$ cat config.mk
export PLATFORM = sky130hd
export DESIGN_NAME = cm0_dap_cdc_req_ctrl
export DESIGN_NICKNAME = d
export VERILOG_FILES = /design/src/rtl/cm0_dap_cdc_req_ctrl.sv
export SDC_FILE = /design/constraint.sdc
export NUM_CORES = 1
export LEC_CHECK = 0
export ABC_AREA = 1
export CAP_MARGIN = 20
export CORE_ASPECT_RATIO = 0.9
export CORE_UTILIZATION = 44
export DETAILED_ROUTE_END_ITERATION = 10
export PLACE_DENSITY_LB_ADDON = 0.08
export SLEW_MARGIN = 20
export SYNTH_ARGS = -nofsm -noshare
export SYNTH_HDL_FRONTEND = slang
export SYNTH_SLANG_ARGS = --single-unit
export TNS_END_PERCENT = 30
$ cat constraint.sdc
create_clock -name clk -period 3.5 [get_ports clk]
set_clock_uncertainty 0.2 [all_clocks]
set_input_delay 1.05 -clock clk [delete_from_list [all_inputs] [get_ports clk]]
set_output_delay 1.05 -clock clk [all_outputs]
set_load 0.02 [all_outputs]
$ cat src/rtl/cm0_dap_cdc_req_ctrl.sv
`timescale 1ns/1ps
`default_nettype none
// ============================================================================
// Module      : cm0_dap_cdc_req_ctrl
// Description : Source-side controller for a 4-phase REQ/ACK clock-domain
//               crossing. Captures a payload, holds it stable and sequences
//               the mask enable / REQ against a synchronised ACK so that the
//               downstream AND-gate mask cells only pass stable data.
// Revision    : 1.0 - initial release
// ============================================================================
module cm0_dap_cdc_req_ctrl #(
    parameter int DW          = 32,
    parameter int SYNC_STAGES = 2,
    parameter int PRESENT     = 1
) (
    input  logic          clk,
    input  logic          reset,
    input  logic          txvalid,
    input  logic [DW-1:0] txdata,
    output logic          txready,
    output logic          txdone,
    output logic [DW-1:0] dataout,
    output logic          maskn,
    output logic          reqout,
    input  logic          ackin,
    output logic          busy
);

    generate
        if (PRESENT != 0) begin : g_present

            typedef enum logic [1:0] {
                ST_IDLE    = 2'd0,
                ST_SETUP   = 2'd1,
                ST_REQ     = 2'd2,
                ST_ACKWAIT = 2'd3
            } state_t;

            state_t                 r_state;
            state_t                 w_state_nxt;
            logic [SYNC_STAGES-1:0] r_ack_sync;
            logic [SYNC_STAGES-1:0] r_warm;
            logic [DW-1:0]          r_data;
            logic                   r_maskn;
            logic                   r_reqout;
            logic                   r_txdone;
            logic                   w_ack_s;
            logic                   w_txready;
            logic                   w_accept;
            logic                   w_req_nxt;
            logic                   w_done_nxt;

            assign w_ack_s = r_ack_sync[SYNC_STAGES-1];

            // The sync chain comes out of reset at 0 regardless of the real
            // ACK level; r_warm keeps the source from accepting until the
            // chain has been refilled, so a stale ACK left high across a
            // source reset is seen before any new transfer starts.
            assign w_txready = (r_state == ST_IDLE) && r_warm[SYNC_STAGES-1] && !w_ack_s;
            assign w_accept  = txvalid && w_txready;

            // ACK synchroniser chain and post-reset warm-up shifter
            always_ff @(posedge clk or posedge reset) begin
                if (reset) begin
                    r_ack_sync <= '0;
                    r_warm     <= '0;
                end else begin
                    r_ack_sync <= {r_ack_sync[SYNC_STAGES-2:0], ackin};
                    r_warm     <= {r_warm[SYNC_STAGES-2:0], 1'b1};
                end
            end

            // FSM state register
            always_ff @(posedge clk or posedge reset) begin
                if (reset) begin
                    r_state <= ST_IDLE;
                end else begin
                    r_state <= w_state_nxt;
                end
            end

            // Next-state and next-output decode for the 4-phase handshake
            always_comb begin
                w_state_nxt = r_state;
                w_req_nxt   = r_reqout;
                w_done_nxt  = 1'b0;
                case (r_state)
                    ST_IDLE: begin
                        w_req_nxt = 1'b0;
                        if (w_accept) begin
                            w_state_nxt = ST_SETUP;
                        end
                    end
                    ST_SETUP: begin
                        // One full cycle of stable data before the mask opens
                        w_req_nxt   = 1'b1;
                        w_state_nxt = ST_REQ;
                    end
                    ST_REQ: begin
                        if (w_ack_s) begin
                            w_req_nxt   = 1'b0;
                            w_state_nxt = ST_ACKWAIT;
                        end
                    end
                    ST_ACKWAIT: begin
                        w_req_nxt = 1'b0;
                        if (!w_ack_s) begin
                            w_done_nxt  = 1'b1;
                            w_state_nxt = ST_IDLE;
                        end
                    end
                    default: begin
                        w_req_nxt   = 1'b0;
                        w_state_nxt = ST_IDLE;
                    end
                endcase
            end

            // Mask enable, REQ and completion pulse, all straight from flops
            always_ff @(posedge clk or posedge reset) begin
                if (reset) begin
                    r_maskn  <= 1'b0;
                    r_reqout <= 1'b0;
                    r_txdone <= 1'b0;
                end else begin
                    r_maskn  <= w_req_nxt;
                    r_reqout <= w_req_nxt;
                    r_txdone <= w_done_nxt;
                end
            end

            // Payload register; only an accept may change it
            always_ff @(posedge clk or posedge reset) begin
                if (reset) begin
                    r_data <= '0;
                end else if (w_accept) begin
                    r_data <= txdata;
                end
            end

            assign txready = w_txready;
            assign txdone  = r_txdone;
            assign dataout = r_data;
            assign maskn   = r_maskn;
            assign reqout  = r_reqout;
            assign busy    = (r_state != ST_IDLE);

        end else begin : g_absent

            // Block not fitted: always ready, transfers are swallowed
            logic w_unused;
            assign w_unused = ^{clk, reset, txvalid, txdata, ackin};

            assign txready = 1'b1;
            assign txdone  = 1'b0;
            assign dataout = '0;
            assign maskn   = 1'b0;
            assign reqout  = 1'b0;
            assign busy    = 1'b0;

        end
    endgenerate

endmodule
`default_nettype wire

==> results.py, run 1 <==
metrics = {
    "status": {
        "outcome": "finished, final reports clean",
    },
    "clocking": {
        "htree_levels": 2,
        "clockBufferDepth": 2,
        "cts_hold_buf": 0,
        "cts_root_buf": "clkbuf_8",
        "cts-resized-gates": 0,
        "tritoncts": "done",
        "cts_buffers": 5,
        "post-cts-setup-buffer-count": 0,
        "clk_pin_slew_ns": 0.07,
        "numClockSinks": 40,
        "clock_latency_ns": 0.28,
    },
    "setup_path": {
        "endpoint_kind": "output pin",
        "path_delay_family": "buffers and inverters",
        "r2r_end": "dataout[7]",
        "path_max_fanout": 4,
        "slowest_stage": "clkdlybuf4s50_1",
        "max_stage_delay_ns": 0.63,
        "crit_buf_inv": 2,
        "worstSetupStartpointType": "flip-flop",
        "path_cells": "inv_1, ha_1, nand2_1, nor2_4, clkdlybuf4s50_1",
        "arrival_ns": 1.85,
        "r2r_slack_ns": 1.76,
        "ff2ff_path_depth": 6,
        "worst_r2r_startpoint": "g_present.r_state[1]",
        "crit_type": "flip-flop to output pin",
        "cp.required_ns": 2.25,
    },
    "final_layout": {
        "final_nets": 291,
        "fin_cells": 296,
        "syn2layout_area_growth_pct": 51.3,
        "drive_gt1_share_pct": 5.56,
        "n_antenna_cell": 0,
        "n_fill_cell": 283,
        "final_common_cell": "nand2_1",
        "layout_common_cells": "nand2_1, clkdlybuf4s50_1, dfrtp_1, nand3_1",
    },
    "global_route": {
        "grt.total_usage_pct": 20.8,
        "grt_pass1_wl_mm": 6.04,
        "grt_pass1_vias": 1345,
        "grt_overflow": 0,
        "grt_max_degree": 33,
        "antenna_found_initial": 0,
    },
    "synth": {
        "yosysWarnings": 0,
        "synth_nets": 217,
        "synthTopCellsByArea": "dfrtp_1, nand2_1, nand3_1, buf_4, ha_1",
        "yosysTopAreaCell": "dfrtp_1",
        "ys_types": 14,
        "ys_ff_latch": 40,
        "synthCells": 177,
        "synth_area_per_cell_um2": 9.27,
        "synth_top_area_share_pct": 61.0,
        "synth-seq-area-share_pct": 61.0,
        "synth_area_um2": 1640,
    },
    "placement": {
        "dp.cells": 288,
        "dpl.hpwl_mm": 2.53,
        "place.gp.congestion": 0.716,
        "portBuffers": 72,
    },
    "pwr": {
        "p_leak_nw": 1.22,
        "ir_worst_vdd_uv": 479,
        "pwr_density_cell_nw_per_um2": 866,
        "totalPowerFinal_mw": 2.15,
    },
    "route": {
        "vias_per_cell": 4.70,
        "wl_per_cell_um": 12.0,
        "firstDrtPassIters": 4,
        "num_vias": 1391,
        "ant_nets": 0,
        "wl_mm": 3.56,
        "drc": 0,
        "first_iter_violations": 53,
    },
    "die": {
        "io_pins": 73,
        "die_w_um": 66.4,
        "dieHeight_um": 59.9,
        "floorplan.die_area_um2": 3980,
        "std_cell_rows": 20,
        "start_util_pct": 47.2,
        "core_um2": 3480,
    },
    "job": {
        "max_cap_violations": 0,
    },
    "timing": {
        "final_max_slew_viol_count": 0,
        "rsz0062_at_grt": "false",
        "period_share_pct": 88.6,
        "hold_violations": 0,
        "slew_headroom_pct": 43.5,
        "tightest_slew_ns": 0.843,
        "finalCriticalPeriod_ns": 3.10,
        "setup_viol": 0,
        "tns_ns": 0,
        "fmax_mhz": 322,
    },
    "min_path": {
        "min_path_type": "flip-flop to flip-flop",
        "hold_end": "g_present.r_warm[1]",
        "hp-start": "g_present.r_warm[0]",
        "hold_path_depth": 0,
    },
}
## cell usage after synthesis, drive strengths merged
master and instances:
buf 9, o21ai 1, nor2 3, a21oi 1, dfrtp 40, nand4 1
clkbuf 2, conb 1, inv 7, nand2 74, ha 4, nand3 34
## power breakdown
part	internal, mW	switching (mW)	total, mW
Sequential	0.673	0.114	0.788
Combinational	0.503	0.556	1.06
Clock	0.161	0.142	0.302
Total	1.34	0.812	2.15
## state kept, by name, indices dropped and copies added (netlist names)
name and flops:
dataout 32, g_present.r_ack_sync 2, txdone 1, reqout 1, g_present.r_warm 2, g_present.r_state 2
## worst max path at each step
| stage | startpoint | slack, ns | depth (start not counted) | to |
|---|---|---|---|---|
| after floorplan | g_present.r_state[0] | 1.17 | 5 | txready |
| after global placement | g_present.r_state[0] | 0.72 | 5 | txready |
| after detailed placement | g_present.r_state[1] | 0.67 | 5 | txready |
| after CTS | g_present.r_state[0] | 0.37 | 5 | txready |
| after global routing | g_present.r_state[1] | 0.26 | 5 | txready |
| final | g_present.r_state[1] | 0.40 | 5 | txready |
## area by class of cell
type	count	area (um^2)	share of cell area, %
Multi-Input combinational cell	119	543	21.9
Inverter	7	26.3	1.06
Sequential cell	40	1000	40.3
Tap cell	44	55.1	2.22
Clock buffer	8	90.1	3.63
Timing Repair Buffer	78	766	30.9
## routing by layer
layer | global-route usage, % | part of all wire, % | vias up
li1 | - | - | 702
met5 | 0 | 0 | -
met1 | 24.6 | 44 | 645
met2 | 36.2 | 49 | 42
met4 | 8.21 | 0.62 | 0
met3 | 5.73 | 6.3 | 2
## cell families after synthesis
logic type               after synthesis  share of synthesized area (%)
AND/OR/NAND/NOR                      112                           29.2
flip-flops                            40                           61.0
buffers and inverters                 18                           5.87
adder cells (fa/ha/maj)                4                           3.05
AO/OA/AOI/OAI                          2                          0.610
other                                  1                          0.229
## worst register-to-register path, cell delays in order, from the launching register on
cell and delay, ns:
dfrtp_1 0.41, inv_1 0.10, ha_1 0.23, nand4_2 0.27, buf_4 0.30, nand2_1 0.08, nand2_1 0.05
## stage by stage
step	setup WS [ns]	cell area, um^2	util (%)	hold slack [ns]
6_report	0.399	2480	71.3	0.148
5_1_grt	0.263	2480	71.3	0.160
4_1_cts	0.368	2480	71.3	0.152
3_5_place_dp	0.675	2390	68.7	0.137
3_3_place_gp	0.720	2390	68.7	0.132
2_1_floorplan	1.17	1640	-	0.131
(Power assumes the default switching activity.)
==> run 2, diff against run 1 <==
--- a/config.mk
+++ b/config.mk
@@ -8,6 +8,7 @@
 export ABC_AREA = 1
 export CAP_MARGIN = 20
 export CORE_ASPECT_RATIO = 0.9
+export CORE_MARGIN = 2
 export CORE_UTILIZATION = 44
 export DETAILED_ROUTE_END_ITERATION = 10
 export PLACE_DENSITY_LB_ADDON = 0.08
==> run 2 against run 1 <==
  * Non-clock buffer count fell by 1
  * Highest routed layer unchanged
  * Critical path depth did not move
  * Sequential power rose by 1%
  * Final cell count did not move
  * Critical path type unchanged
  * Utilization fell by 3.5 points
==> results.py, run 2 (synthesis results as in run 1) <==
metrics = {
    "status": {
        "outcome": "finished, final reports clean",
    },
    "timing": {
        "worst_hold_slack_ns": 0.151,
        "finalCriticalPeriod_ns": 3.07,
        "slew_headroom_pct": 51.1,
        "setup_viol": 0,
        "rsz0062_at_grt": "false",
        "final_max_slew_viol_count": 0,
        "worst_slack_ns": 0.426,
        "hold_violations": 0,
        "fmax_mhz": 325,
        "tightest_slew_ns": 0.733,
        "period_share_pct": 87.8,
        "tns_ns": 0,
    },
    "route": {
        "num_vias": 1410,
        "first_iter_violations": 38,
        "wl_mm": 3.86,
        "firstDrtPassIters": 4,
        "ant_nets": 0,
        "drc": 0,
        "vias_per_cell": 4.76,
        "wl_per_cell_um": 13.0,
    },
    "die": {
        "core_um2": 3650,
        "std_cell_rows": 21,
        "floorplan.die_area_um2": 4230,
        "dieHeight_um": 61.9,
        "die_w_um": 68.4,
        "io_pins": 73,
        "start_util_pct": 44.9,
    },
    "setup_path": {
        "arrival_ns": 1.82,
        "r2r_slack_ns": 1.71,
        "endpoint_kind": "output pin",
        "worstSetupStartpointType": "flip-flop",
        "crit_type": "flip-flop to output pin",
        "path_max_fanout": 4,
        "cp.required_ns": 2.25,
    },
    "placement": {
        "portBuffers": 72,
        "dpl_cell_area_um2": 2400,
        "post-place-ws_ns": 0.728,
        "dpl.hpwl_mm": 2.83,
        "place.gp.congestion": 0.667,
        "dp.cells": 289,
    },
    "clocking": {
        "post-cts-setup-buffer-count": 0,
        "cts_buffers": 5,
        "htree_levels": 2,
        "clock_latency_ns": 0.28,
        "cts_hold_buf": 0,
        "cts-resized-gates": 0,
        "tritoncts": "done",
        "numClockSinks": 40,
        "clockBufferDepth": 2,
        "clk_pin_slew_ns": 0.07,
        "cts_root_buf": "clkbuf_8",
    },
    "final_layout": {
        "fin_cells": 296,
        "drive_gt1_share_pct": 5.20,
        "largest_reg_flops": 32,
        "syn2layout_area_growth_pct": 51.0,
        "final_area_um2": 2480,
        "n_antenna_cell": 0,
        "n_fill_cell": 300,
        "fin_util_pct": 67.8,
        "final_common_cell": "nand2_1",
        "layout_common_cells": "nand2_1, clkdlybuf4s50_1, dfrtp_1, nand3_1, inv_1",
        "final_nets": 290,
    },
    "global_route": {
        "grt_max_degree": 33,
        "grt_pass1_vias": 1257,
        "grt.total_usage_pct": 18.4,
        "grt_overflow": 0,
        "grt_pass1_wl_mm": 5.57,
        "antenna_found_initial": 0,
    },
    "pwr": {
        "p_leak_nw": 1.22,
        "pwr_density_cell_nw_per_um2": 866,
        "totalPowerFinal_mw": 2.14,
        "ir_worst_vdd_uv": 509,
    },
    "job": {
        "max_cap_violations": 0,
    },
    "min_path": {
        "min_path_type": "flip-flop to flip-flop",
    },
}
-- run 2: cell types whose count changed in the layout (fill, tap and decap cells not counted) --
cell and change:
clkbuf_1 -1, clkbuf_8 -1, inv_1 +1, clkinv_2 +1
clkinv_1 -1, buf_12 +1, buf_4 -2
-- run 2: final timing paths --
check	startpoint	endpoint	depth (start not counted)
worst min register to register	g_present.r_ack_sync[0]	g_present.r_ack_sync[1]	0
min in group asynchronous	reset	dataout[23]	2
max in group asynchronous	reset	dataout[9]	3
worst max-delay path	g_present.r_state[0]	txready	5
worst min-delay path	g_present.r_ack_sync[0]	g_present.r_ack_sync[1]	0
worst max register to register	g_present.r_state[0]	dataout[17]	6
-- run 2: final cells by class --
class                   count  area (um^2)  share of cell area [%]
flip-flops and latches     40         1000                    40.4
clock inverters             1         5.00                   0.202
well taps                  46         57.6                    2.32
clock buffers               6         72.6                    2.93
repair buffers             77          771                    31.1
inverters                   7         26.3                    1.06
multi-input cells         119          543                    21.9
-- run 2: worst max-delay path, stage by stage (launching register included) --
cell and delay [ns]:
dfrtp_1 0.41, inv_1 0.10, ha_1 0.23, nand2_1 0.11, nor2_4 0.10, clkdlybuf4s50_1 0.60
-- run 2: report_power, final --
| group | switching (mW) | internal [mW] |
|---|---|---|
| combinational | 0.566 | 0.505 |
| sequential | 0.123 | 0.674 |
| clock | 0.142 | 0.135 |
| total | 0.830 | 1.31 |
-- run 2: metal layers --
metal	global-route usage, %	part of all wire [%]	up-vias	routed length (um)
li1	-	-	697	-
met1	22.9	44	648	1680
met2	30.5	48	61	1870
met3	4.68	7.3	4	282
met4	8.57	0.75	0	29
met5	0	0	-	0
